### src/rtl/muldiv_pkg.sv
// Shared op encodings, FSM state type and op-decode helpers for the multiply/divide unit.
package muldiv_pkg;

    typedef enum logic [1:0] {
        MD_MULT  = 2'b00,
        MD_MULTU = 2'b01,
        MD_DIV   = 2'b10,
        MD_DIVU  = 2'b11
    } md_op_e;

    typedef enum logic [1:0] {
        ST_IDLE = 2'b00,
        ST_CALC = 2'b01,
        ST_FIX  = 2'b10
    } md_state_e;

    function automatic logic op_is_div(input logic [1:0] op);
        return op[1];
    endfunction

    function automatic logic op_is_signed(input logic [1:0] op);
        return ~op[0];
    endfunction

endpackage

### src/rtl/muldiv_if.sv
// Execute-stage to multiply/divide unit bundle: launch, direct HI/LO writes, status and results.
interface muldiv_if #(
    parameter int unsigned WIDTH = 32
);
    logic             start;
    logic [1:0]       op;
    logic [WIDTH-1:0] a;
    logic [WIDTH-1:0] b;
    logic             flush;
    logic             hi_we;
    logic             lo_we;
    logic [WIDTH-1:0] wdata;
    logic             busy;
    logic             done;
    logic             div_by_zero;
    logic [WIDTH-1:0] hi;
    logic [WIDTH-1:0] lo;

    modport master (
        output start, op, a, b, flush, hi_we, lo_we, wdata,
        input  busy, done, div_by_zero, hi, lo
    );

    modport slave (
        input  start, op, a, b, flush, hi_we, lo_we, wdata,
        output busy, done, div_by_zero, hi, lo
    );
endinterface

### src/rtl/muldiv_iter.sv
// One iteration on the 2*WIDTH accumulator: shift-add multiply step or restoring-divide step.
module muldiv_iter
    import muldiv_pkg::*;
#(
    parameter int unsigned WIDTH = 32
) (
    input  logic               is_div,
    input  logic [2*WIDTH-1:0] acc_i,
    input  logic [WIDTH-1:0]   b_i,
    output logic [2*WIDTH-1:0] acc_o
);

    logic [WIDTH:0]   mul_sum;
    logic [WIDTH:0]   div_shift;
    logic [WIDTH:0]   div_diff;
    logic             div_ge;
    logic [WIDTH-1:0] div_rem;

    // Multiply: acc = {partial product, remaining multiplier bits}, shifted right each step.
    assign mul_sum = {1'b0, acc_i[2*WIDTH-1:WIDTH]} + (acc_i[0] ? {1'b0, b_i} : (WIDTH+1)'(0));

    // Divide: acc = {partial remainder, dividend bits becoming quotient bits}, shifted left.
    assign div_shift = {acc_i[2*WIDTH-1:WIDTH], acc_i[WIDTH-1]};
    assign div_diff  = div_shift - {1'b0, b_i};
    assign div_ge    = ~div_diff[WIDTH];
    assign div_rem   = div_ge ? div_diff[WIDTH-1:0] : div_shift[WIDTH-1:0];

    always_comb begin
        acc_o = {mul_sum, acc_i[WIDTH-1:1]};
        if (is_div) begin
            acc_o = {div_rem, acc_i[WIDTH-2:0], div_ge};
        end
    end

endmodule

### src/rtl/muldiv_unit.sv
// Multi-cycle multiply/divide unit owning HI/LO; iterates one bit per cycle, sign-fixes, then writes back.
module muldiv_unit
    import muldiv_pkg::*;
#(
    parameter int unsigned WIDTH = 32
) (
    input  logic    clk,
    input  logic    resetn,
    muldiv_if.slave md
);

    localparam int unsigned CW = (WIDTH > 1) ? $clog2(WIDTH) : 1;
    localparam int unsigned W2 = 2 * WIDTH;

    md_state_e        state_q, state_d;
    logic [CW-1:0]    cnt_q, cnt_d;
    logic [W2-1:0]    acc_q, acc_d;
    logic [WIDTH-1:0] mag_b_q, mag_b_d;
    logic             is_div_q, is_div_d;
    logic             neg_res_q, neg_res_d;
    logic             neg_rem_q, neg_rem_d;
    logic             dbz_q, dbz_d;
    logic [WIDTH-1:0] hi_q, hi_d;
    logic [WIDTH-1:0] lo_q, lo_d;
    logic             done_q, done_d;
    logic             div_by_zero_q, div_by_zero_d;

    logic             launch;
    logic             in_signed;
    logic             in_a_neg;
    logic             in_b_neg;
    logic [W2-1:0]    acc_step;
    logic [W2-1:0]    prod_fix;
    logic [WIDTH-1:0] quot_fix;
    logic [WIDTH-1:0] rem_fix;

    assign launch    = md.start & ~md.flush;
    assign in_signed = op_is_signed(md.op);
    assign in_a_neg  = in_signed & md.a[WIDTH-1];
    assign in_b_neg  = in_signed & md.b[WIDTH-1];

    muldiv_iter #(.WIDTH(WIDTH)) u_iter (
        .is_div (is_div_q),
        .acc_i  (acc_q),
        .b_i    (mag_b_q),
        .acc_o  (acc_step)
    );

    // Sign correction applied in FIX; 0x80..0 / -1 falls out naturally as 0x80..0 rem 0.
    assign prod_fix = neg_res_q ? (~acc_q + W2'(1)) : acc_q;
    assign quot_fix = neg_res_q ? (~acc_q[WIDTH-1:0] + WIDTH'(1)) : acc_q[WIDTH-1:0];
    assign rem_fix  = neg_rem_q ? (~acc_q[W2-1:WIDTH] + WIDTH'(1)) : acc_q[W2-1:WIDTH];

    always_ff @(posedge clk or negedge resetn) begin
        if (!resetn) begin
            state_q <= ST_IDLE;
        end else begin
            state_q <= state_d;
        end
    end

    always_comb begin
        state_d = state_q;
        unique case (state_q)
            ST_IDLE: begin
                if (launch) begin
                    state_d = (op_is_div(md.op) && (md.b == '0)) ? ST_FIX : ST_CALC;
                end
            end
            ST_CALC: begin
                if (md.flush) begin
                    state_d = ST_IDLE;
                end else if (cnt_q == CW'(WIDTH - 1)) begin
                    state_d = ST_FIX;
                end
            end
            ST_FIX:  state_d = ST_IDLE;
            default: state_d = ST_IDLE;
        endcase
    end

    always_comb begin
        cnt_d         = cnt_q;
        acc_d         = acc_q;
        mag_b_d       = mag_b_q;
        is_div_d      = is_div_q;
        neg_res_d     = neg_res_q;
        neg_rem_d     = neg_rem_q;
        dbz_d         = dbz_q;
        hi_d          = hi_q;
        lo_d          = lo_q;
        done_d        = 1'b0;
        div_by_zero_d = 1'b0;
        unique case (state_q)
            ST_IDLE: begin
                if (md.hi_we) hi_d = md.wdata;
                if (md.lo_we) lo_d = md.wdata;
                if (launch) begin
                    cnt_d     = '0;
                    acc_d     = {WIDTH'(0), (in_a_neg ? (~md.a + WIDTH'(1)) : md.a)};
                    mag_b_d   = in_b_neg ? (~md.b + WIDTH'(1)) : md.b;
                    is_div_d  = op_is_div(md.op);
                    neg_res_d = in_a_neg ^ in_b_neg;
                    neg_rem_d = in_a_neg;
                    dbz_d     = op_is_div(md.op) && (md.b == '0);
                end
            end
            ST_CALC: begin
                if (!md.flush) begin
                    acc_d = acc_step;
                    cnt_d = cnt_q + CW'(1);
                end else begin
                    cnt_d = '0;
                end
            end
            ST_FIX: begin
                if (!md.flush) begin
                    done_d        = 1'b1;
                    div_by_zero_d = dbz_q;
                    if (!dbz_q) begin
                        if (is_div_q) begin
                            lo_d = quot_fix;
                            hi_d = rem_fix;
                        end else begin
                            lo_d = prod_fix[WIDTH-1:0];
                            hi_d = prod_fix[W2-1:WIDTH];
                        end
                    end
                end
            end
            default: ;
        endcase
    end

    always_ff @(posedge clk or negedge resetn) begin
        if (!resetn) begin
            cnt_q         <= '0;
            acc_q         <= '0;
            mag_b_q       <= '0;
            is_div_q      <= 1'b0;
            neg_res_q     <= 1'b0;
            neg_rem_q     <= 1'b0;
            dbz_q         <= 1'b0;
            hi_q          <= '0;
            lo_q          <= '0;
            done_q        <= 1'b0;
            div_by_zero_q <= 1'b0;
        end else begin
            cnt_q         <= cnt_d;
            acc_q         <= acc_d;
            mag_b_q       <= mag_b_d;
            is_div_q      <= is_div_d;
            neg_res_q     <= neg_res_d;
            neg_rem_q     <= neg_rem_d;
            dbz_q         <= dbz_d;
            hi_q          <= hi_d;
            lo_q          <= lo_d;
            done_q        <= done_d;
            div_by_zero_q <= div_by_zero_d;
        end
    end

    assign md.busy        = (state_q != ST_IDLE);
    assign md.done        = done_q;
    assign md.div_by_zero = div_by_zero_q;
    assign md.hi          = hi_q;
    assign md.lo          = lo_q;

endmodule

### src/flat_wrapper.sv
// flat-port wrapper written by rule: the top's interface ports become plain ports
module muldiv_unit_flat import muldiv_pkg::*;
#(
    parameter int unsigned WIDTH = 32
)
  (clk, resetn, md_start, md_op, md_a, md_b, md_flush, md_hi_we, md_lo_we, md_wdata, md_busy, md_done, md_div_by_zero, md_hi, md_lo);
  muldiv_if #(.WIDTH(WIDTH)) md_i ();
  input  logic clk;
  input  logic resetn;
  input wire logic [$bits(md_i.start)-1:0] md_start;
  input wire logic [$bits(md_i.op)-1:0] md_op;
  input wire logic [$bits(md_i.a)-1:0] md_a;
  input wire logic [$bits(md_i.b)-1:0] md_b;
  input wire logic [$bits(md_i.flush)-1:0] md_flush;
  input wire logic [$bits(md_i.hi_we)-1:0] md_hi_we;
  input wire logic [$bits(md_i.lo_we)-1:0] md_lo_we;
  input wire logic [$bits(md_i.wdata)-1:0] md_wdata;
  output wire logic [$bits(md_i.busy)-1:0] md_busy;
  output wire logic [$bits(md_i.done)-1:0] md_done;
  output wire logic [$bits(md_i.div_by_zero)-1:0] md_div_by_zero;
  output wire logic [$bits(md_i.hi)-1:0] md_hi;
  output wire logic [$bits(md_i.lo)-1:0] md_lo;
  assign md_i.start = md_start;
  assign md_i.op = md_op;
  assign md_i.a = md_a;
  assign md_i.b = md_b;
  assign md_i.flush = md_flush;
  assign md_i.hi_we = md_hi_we;
  assign md_i.lo_we = md_lo_we;
  assign md_i.wdata = md_wdata;
  assign md_busy = md_i.busy;
  assign md_done = md_i.done;
  assign md_div_by_zero = md_i.div_by_zero;
  assign md_hi = md_i.hi;
  assign md_lo = md_i.lo;
  muldiv_unit #(.WIDTH(WIDTH)) u_core (.clk(clk), .resetn(resetn), .md(md_i));
endmodule
### config.mk
export PLATFORM = sky130hd
export DESIGN_NAME = muldiv_unit_flat
export DESIGN_NICKNAME = d
export VERILOG_FILES = /design/src/rtl/muldiv_pkg.sv /design/src/rtl/muldiv_if.sv /design/src/rtl/muldiv_iter.sv /design/src/rtl/muldiv_unit.sv /design/src/flat_wrapper.sv
export SDC_FILE = /design/constraint.sdc
export NUM_CORES = 1
export LEC_CHECK = 0
export BUFFER_PORTS_ARGS = -buffer_cell sky130_fd_sc_hd__buf_2
export CAP_MARGIN = 0
export CORE_UTILIZATION = 40
export DETAILED_ROUTE_END_ITERATION = 16
export GPL_TIMING_DRIVEN = 0
export PLACE_DENSITY = 0.56
export SYNTH_ARGS = -nofsm -noshare
export SYNTH_HDL_FRONTEND = slang
export SYNTH_SLANG_ARGS = --single-unit
### constraint.sdc
create_clock -name clk -period 5.1 [get_ports clk]
set_input_delay 0.51 -clock clk [delete_from_list [all_inputs] [get_ports clk]]
set_output_delay 0.51 -clock clk [all_outputs]
set_load 0.02 [all_outputs]
==> After elaboration in Yosys (flattened, before gate mapping) <==
Index checks and enable logic that the tools add are counted.
{ "classes": {"addsub": 8, "n_mul": 0, "div": 0, "n_lt_le_gt_ge": 0, "n_eq_ne": 10, "shifts": 0, "mux": 33, "bitwise_logic": 12, "n_reduce_logical": 12} }
{ "ops": {"columns": ["op", "n"], "rows": [
  ["32-bit two-way mux", 14],
  ["64-bit two-way mux", 4],
  ["32-bit by 1-bit adder with 32-bit output (second input constant)", 4],
  ["32-bit NOT", 4],
  ["32-bit case mux with 2 select lines", 2],
  ["64-bit case mux with 2 select lines", 1],
  ["64-bit by 1-bit adder with 64-bit output (second input constant)", 1],
  ["64-bit NOT", 1],
  ["32-bit by 33-bit adder with 33-bit output", 1],
  ["33-bit by 32-bit subtractor with 33-bit output", 1],
  ["32-bit logical NOT", 1],
  ["5-bit two-way mux", 2],
  ["2-bit inequality test (second input constant)", 5],
  ["5-bit case mux with 2 select lines", 1],
  ["2-bit two-way mux", 4],
  ["4-bit AND reduction", 2],
  ["2-bit AND reduction", 3],
  ["2-bit nonzero test", 3],
  ["5-bit by 1-bit adder with 5-bit output (second input constant)", 1],
  ["5-bit equality test (second input constant)", 1],
  ["1-bit two-way mux", 4],
  ["2-bit case mux with 2 select lines", 1],
  ["1-bit AND", 3],
  ["3-bit by 2-bit inequality test with 1-bit output (second input constant)", 1],
  ["other kinds (8)", 10]
]} }
{ "totals": {"reg_bits": 173, "latchBits": 0, "ram_bits": 0, "rom_bits": 0, "inputBits": 104, "memories": 0} }

==> Logic depth before layout (Yosys ltp) <==
{ "depth": {"depth_word": 7, "depth_mapped": 13, "ltp_nobuf": 12} }

==> Modules after synthesis <==
From an unflattened synthesis, not the netlist that was laid out.
{ "hier_totals": {"cells_unflattened": 1942, "area_unflattened_um2": 15235.9} }
{ "modules_own_cells": {"columns": ["module", "n_inst", "cells_per_inst", "area_per_inst_um2"], "rows": [
  ["muldiv_unit", 1, 1254, 10415.0],
  ["muldiv_iter", 1, 688, 4820.9]
]} }

==> Least setup slack after synthesis <==
Ideal clock, no wire load.
{ "synth_path": {"path_type": "register to register", "startpoint": "register u_core.acc_q[0]", "endpoint": "register u_core.acc_q[60]", "setup_time_ns": 0.140, "arrival_ns": 2.962, "required_time_ns": 4.960, "slack_ns": 1.998, "path_stages_with_launch": 13, "n_path_buf": 1, "cell_sequence": "dfrtp_1 -> inv_1 -> clkbuf_1 -> nor2_1 -> ha_1 -> o21a_1 -> o211a_1 -> a221oi_1 -> a211oi_1 -> o41ai_1 -> o21ai_0 -> xnor2_1 -> o221ai_1"} }
{ "synth_via": {"elab_chain_cells": 5} }
{ "synth_rtl": {"columns": ["item", "line", "text"], "rows": [
  ["from (decl)", "muldiv_unit.sv:17", "logic [W2-1:0] acc_q, acc_d;"],
  ["from (signal assigned)", "muldiv_unit.sv:138", "acc_q <= '0;"],
  ["from (signal assigned)", "muldiv_unit.sv:150", "acc_q <= acc_d;"],
  ["32-bit two-way mux", "muldiv_iter.sv:20", "assign mul_sum = {1'b0, acc_i[2*WIDTH-1:WIDTH]} + (acc_i[0] ? {1'b0, b_i} : (WIDTH+1)'(0));"],
  ["32-bit by 33-bit adder with 33-bit output", "muldiv_iter.sv:20", null],
  ["64-bit two-way mux", "muldiv_iter.sv:30", "if (is_div) begin"],
  ["64-bit two-way mux", "muldiv_unit.sv:109", "if (!md.flush) begin"],
  ["64-bit case mux with 2 select lines", "muldiv_unit.sv:94", "unique case (state_q)"]
]} }
No other way between the ends. The select of a mux whose other input is x is not followed.
A chain may end at the register's enable or synchronous reset.

==> Final worst setup path <==
{ "layout_path": {"startpoint": "register u_core.acc_q[0]", "endpoint": "register u_core.acc_q[52]"} }
Same word-level chain as after synthesis.

==> qor.txt <==
Pwr Total: 9.12 mW
die width: 195 microns
Min-Delay Path Class: in -> reg
Worst Path Max Fanout: 10
clk slew on worst S/H paths: 0.08 ns
Post-CTS Hold Buffers: 1
RSZ-0062 raised after global routing: false
clock sinks: 173
Core Box Area: 36700 sq um
pin count of the biggest net entering global routing: 113
via count: 15463
H-tree depth: 4
library cells used by synthesis: 75
Post-DRT Antenna Nets: 0
R2R Setup Slk: 0.30 ns
post-CTS sizing: 0
Via density: 5.96
Tcrit/Tclk final: 0.940
final setup vio count: 0
I/O Buffers: 169
pwr/cell area: 537 nW/um^2
Non-Filler Instances: 2596
drt total wl: 57800 microns
syn nets: 2101
maximum vdd drop: 290 uV
Worst Path Arrival: 5.11 ns
DRC viols: 0
Post-synth EDFFs: 0
max cap viols: 0
top-area cell type share of the netlist area: 0.290
number of global-route vias before repair: 14637
top_reg_cell synth: dfrtp_1
fin. max-slew vios: 0
routability cong.: 0.939
top cell type by total area after synthesis: dfrtp_1
final clock skew: 0.0145 ns
Worst path top cell family by delay: compound AO/OA/AOI/OAI gates
most common cell after layout, fill and taps aside: nand2_1
Die Y: 195 microns
outcome: complete, no violations
design area: 17000 sq um
Die Area: 38100 sq um
sequential-to-total area share from yosys stat: 0.290
setup_tns: 0 ns
drt first-iter violations: 1344
Leak Pwr: 7.45 nW
first drt pass iteration count: 5
Syn Std Cell Area: 14900 sq um
synthesis-stage register bit count: 173
root buf cell: clkbuf_16
gr usage total: 0.305
Fmax achieved: 209 MHz
Synth async-reset ratio: 1.00
share of cells above drive strength 1: 0.113
synthesized area per cell: 7.75 sq um
Rows: 70
Buffers & Inverters on Critical Path: 2
initial antenna violation count: 0
initial core utilization: 0.407
CTS tree: built
Syn Inst Count: 1925
Critical Path Sink Type: flip-flop
Clock Path Buffers: 2
post-DP HPWL: 46100 microns
Worst Setup Path Type: reg -> reg
Worst-Skew Late Latency: 0.46 ns
Crit-path slowest cell: a221oi_1
Ports: 171
Critical Path RT: 5.41 ns
actual slew at the worst max-slew pin: 1.05 ns
min Tclk post-route: 4.80 ns
total global routing overflow: 0
DR WL/cell: 22.3 microns
CTS Buf Count: 17
nets: 2291
antenna fix cells: 0
Area growth, synth to finish: 13.8%
max_slew headroom: 0.303
Hold Fails Final Rpt: 0
Largest stage delay, worst path: 0.87 ns
DP Area: 16400 sq um
Post-CTS Setup Inserts: 0
Cells after DPL: 2563
top cells by area, synth: dfrtp_1 29%, o21ai_0 7.0%, nand2_1 6.1%
CP startpoint kind: flip-flop
Most Frequent Cell on Critical Path: a211oi_1
synth warn: 0
crit-path cells: inv_1 -> clkbuf_1 -> nor2_1 -> ha_1 -> o21a_1 -> o211a_1 -> a221oi_1 -> a21oi_1 -> a211oi_1 -> a211oi_1 -> xnor2_1 -> o221ai_1
commonest cells after routing, fill and taps aside: 241 x nand2_1, 209 x o21ai_0, 181 x nor2_1
first-pass GRT wire length: 88900 microns
==> logic make-up (layout without fill, tap and decap cells) <==
group	Yosys count	count (layout)	synth area share
adder cells (fa/ha/maj)	72	72	0.0614
AND/OR/NAND/NOR	663	663	0.207
buffers and inverters	182	385	0.0464
multiplexers	64	64	0.0437
XOR/XNOR	167	167	0.0980
AO/OA/AOI/OAI	604	604	0.253
flip-flops	173	173	0.290
==> per-stage QoR <==
stage          hold slack (ns)  setup WS [ns]   util
2_1_floorplan            0.214           2.00      -
3_3_place_gp             0.456          0.512  0.446
3_5_place_dp             0.463          0.506  0.447
4_1_cts                  0.320          0.472  0.462
5_1_grt                  0.351         0.0797  0.462
6_report                 0.329          0.304  0.462
==> path summary, 6_finish.rpt <==
path	from	end	depth (start not counted)
max	u_core.acc_q[0]	u_core.acc_q[52]	12
min	md_b[1]	u_core.mag_b_q[1]	3
max reg2reg	u_core.acc_q[0]	u_core.acc_q[52]	12
min reg2reg	u_core.md.hi[13]	u_core.md.hi[13]	2
max in group asynchronous	resetn	u_core.mag_b_q[21]	3
min in group asynchronous	resetn	u_core.md.lo[13]	2
==> registers in the layout (all words and copies together) (netlist names) <==
register and cells:
u_core.acc_q 64, u_core.cnt_q 5, u_core.dbz_q 1, u_core.is_div_q 1, u_core.mag_b_q 32, u_core.md.div_by_zero 1
u_core.md.done 1, u_core.md.hi 32, u_core.md.lo 32, u_core.neg_rem_q 1, u_core.neg_res_q 1, u_core.state_q 2
==> per-layer routing <==
layer	part of all wire	track usage	wire, microns	up-vias
li1	-	-	-	7312
met1	0.47	0.442	27200	7454
met2	0.43	0.459	24800	631
met3	0.077	0.0566	4460	66
met4	0.022	0.0904	1300	0
met5	0	0	0	-
==> layout make-up <==
type	instances	area, sq um
well taps	468	586
clock inverters	13	130
multi-input cells	1570	9900
repair buffers	171	893
plain buffers	119	455
inverters	63	236
clock buffers	19	443
fillers	3815	19700
flip-flops and latches	173	4330
==> worst reg2reg max path, stage by stage, from the launching register on <==
cell	delay, ns
dfrtp_1	0.51
inv_1	0.39
clkbuf_1	0.40
nor2_1	0.10
ha_1	0.37
o21a_1	0.23
o211a_1	0.22
a221oi_1	0.87
a21oi_1	0.33
a211oi_1	0.48
a211oi_1	0.17
xnor2_1	0.41
o221ai_1	0.16
==> synth_stat cells (all sizes together), types with 9 or more instances <==
| master | instances |
|---|---|
| a211oi | 22 |
| a21o | 34 |
| a21oi | 129 |
| a22oi | 15 |
| a31oi | 23 |
| and2 | 12 |
| and3 | 15 |
| buf | 16 |
| clkbuf | 103 |
| dfrtp | 173 |
| ha | 70 |
| inv | 63 |
| mux2 | 9 |
| mux2i | 55 |
| nand2 | 241 |
| nand2b | 22 |
| nand3 | 35 |
| nand4 | 14 |
| nor2 | 182 |
| nor2b | 12 |
| nor3 | 31 |
| nor4 | 27 |
| o211ai | 18 |
| o21a | 14 |
| o21ai | 211 |
| o221ai | 15 |
| o31ai | 46 |
| o41ai | 17 |
| or2 | 14 |
| or3 | 21 |
| or4 | 14 |
| xnor2 | 102 |
| xor2 | 65 |
==> power by group <==
group | total (mW) | switching (mW) | leakage [nW] | internal, mW
Combinational | 5.50 | 3.49 | 5.02 | 2.01
Sequential | 2.29 | 0.587 | 2.16 | 1.70
Clock | 1.33 | 0.668 | 0.270 | 0.658
Note: power is estimated with default switching activity, not from simulation.
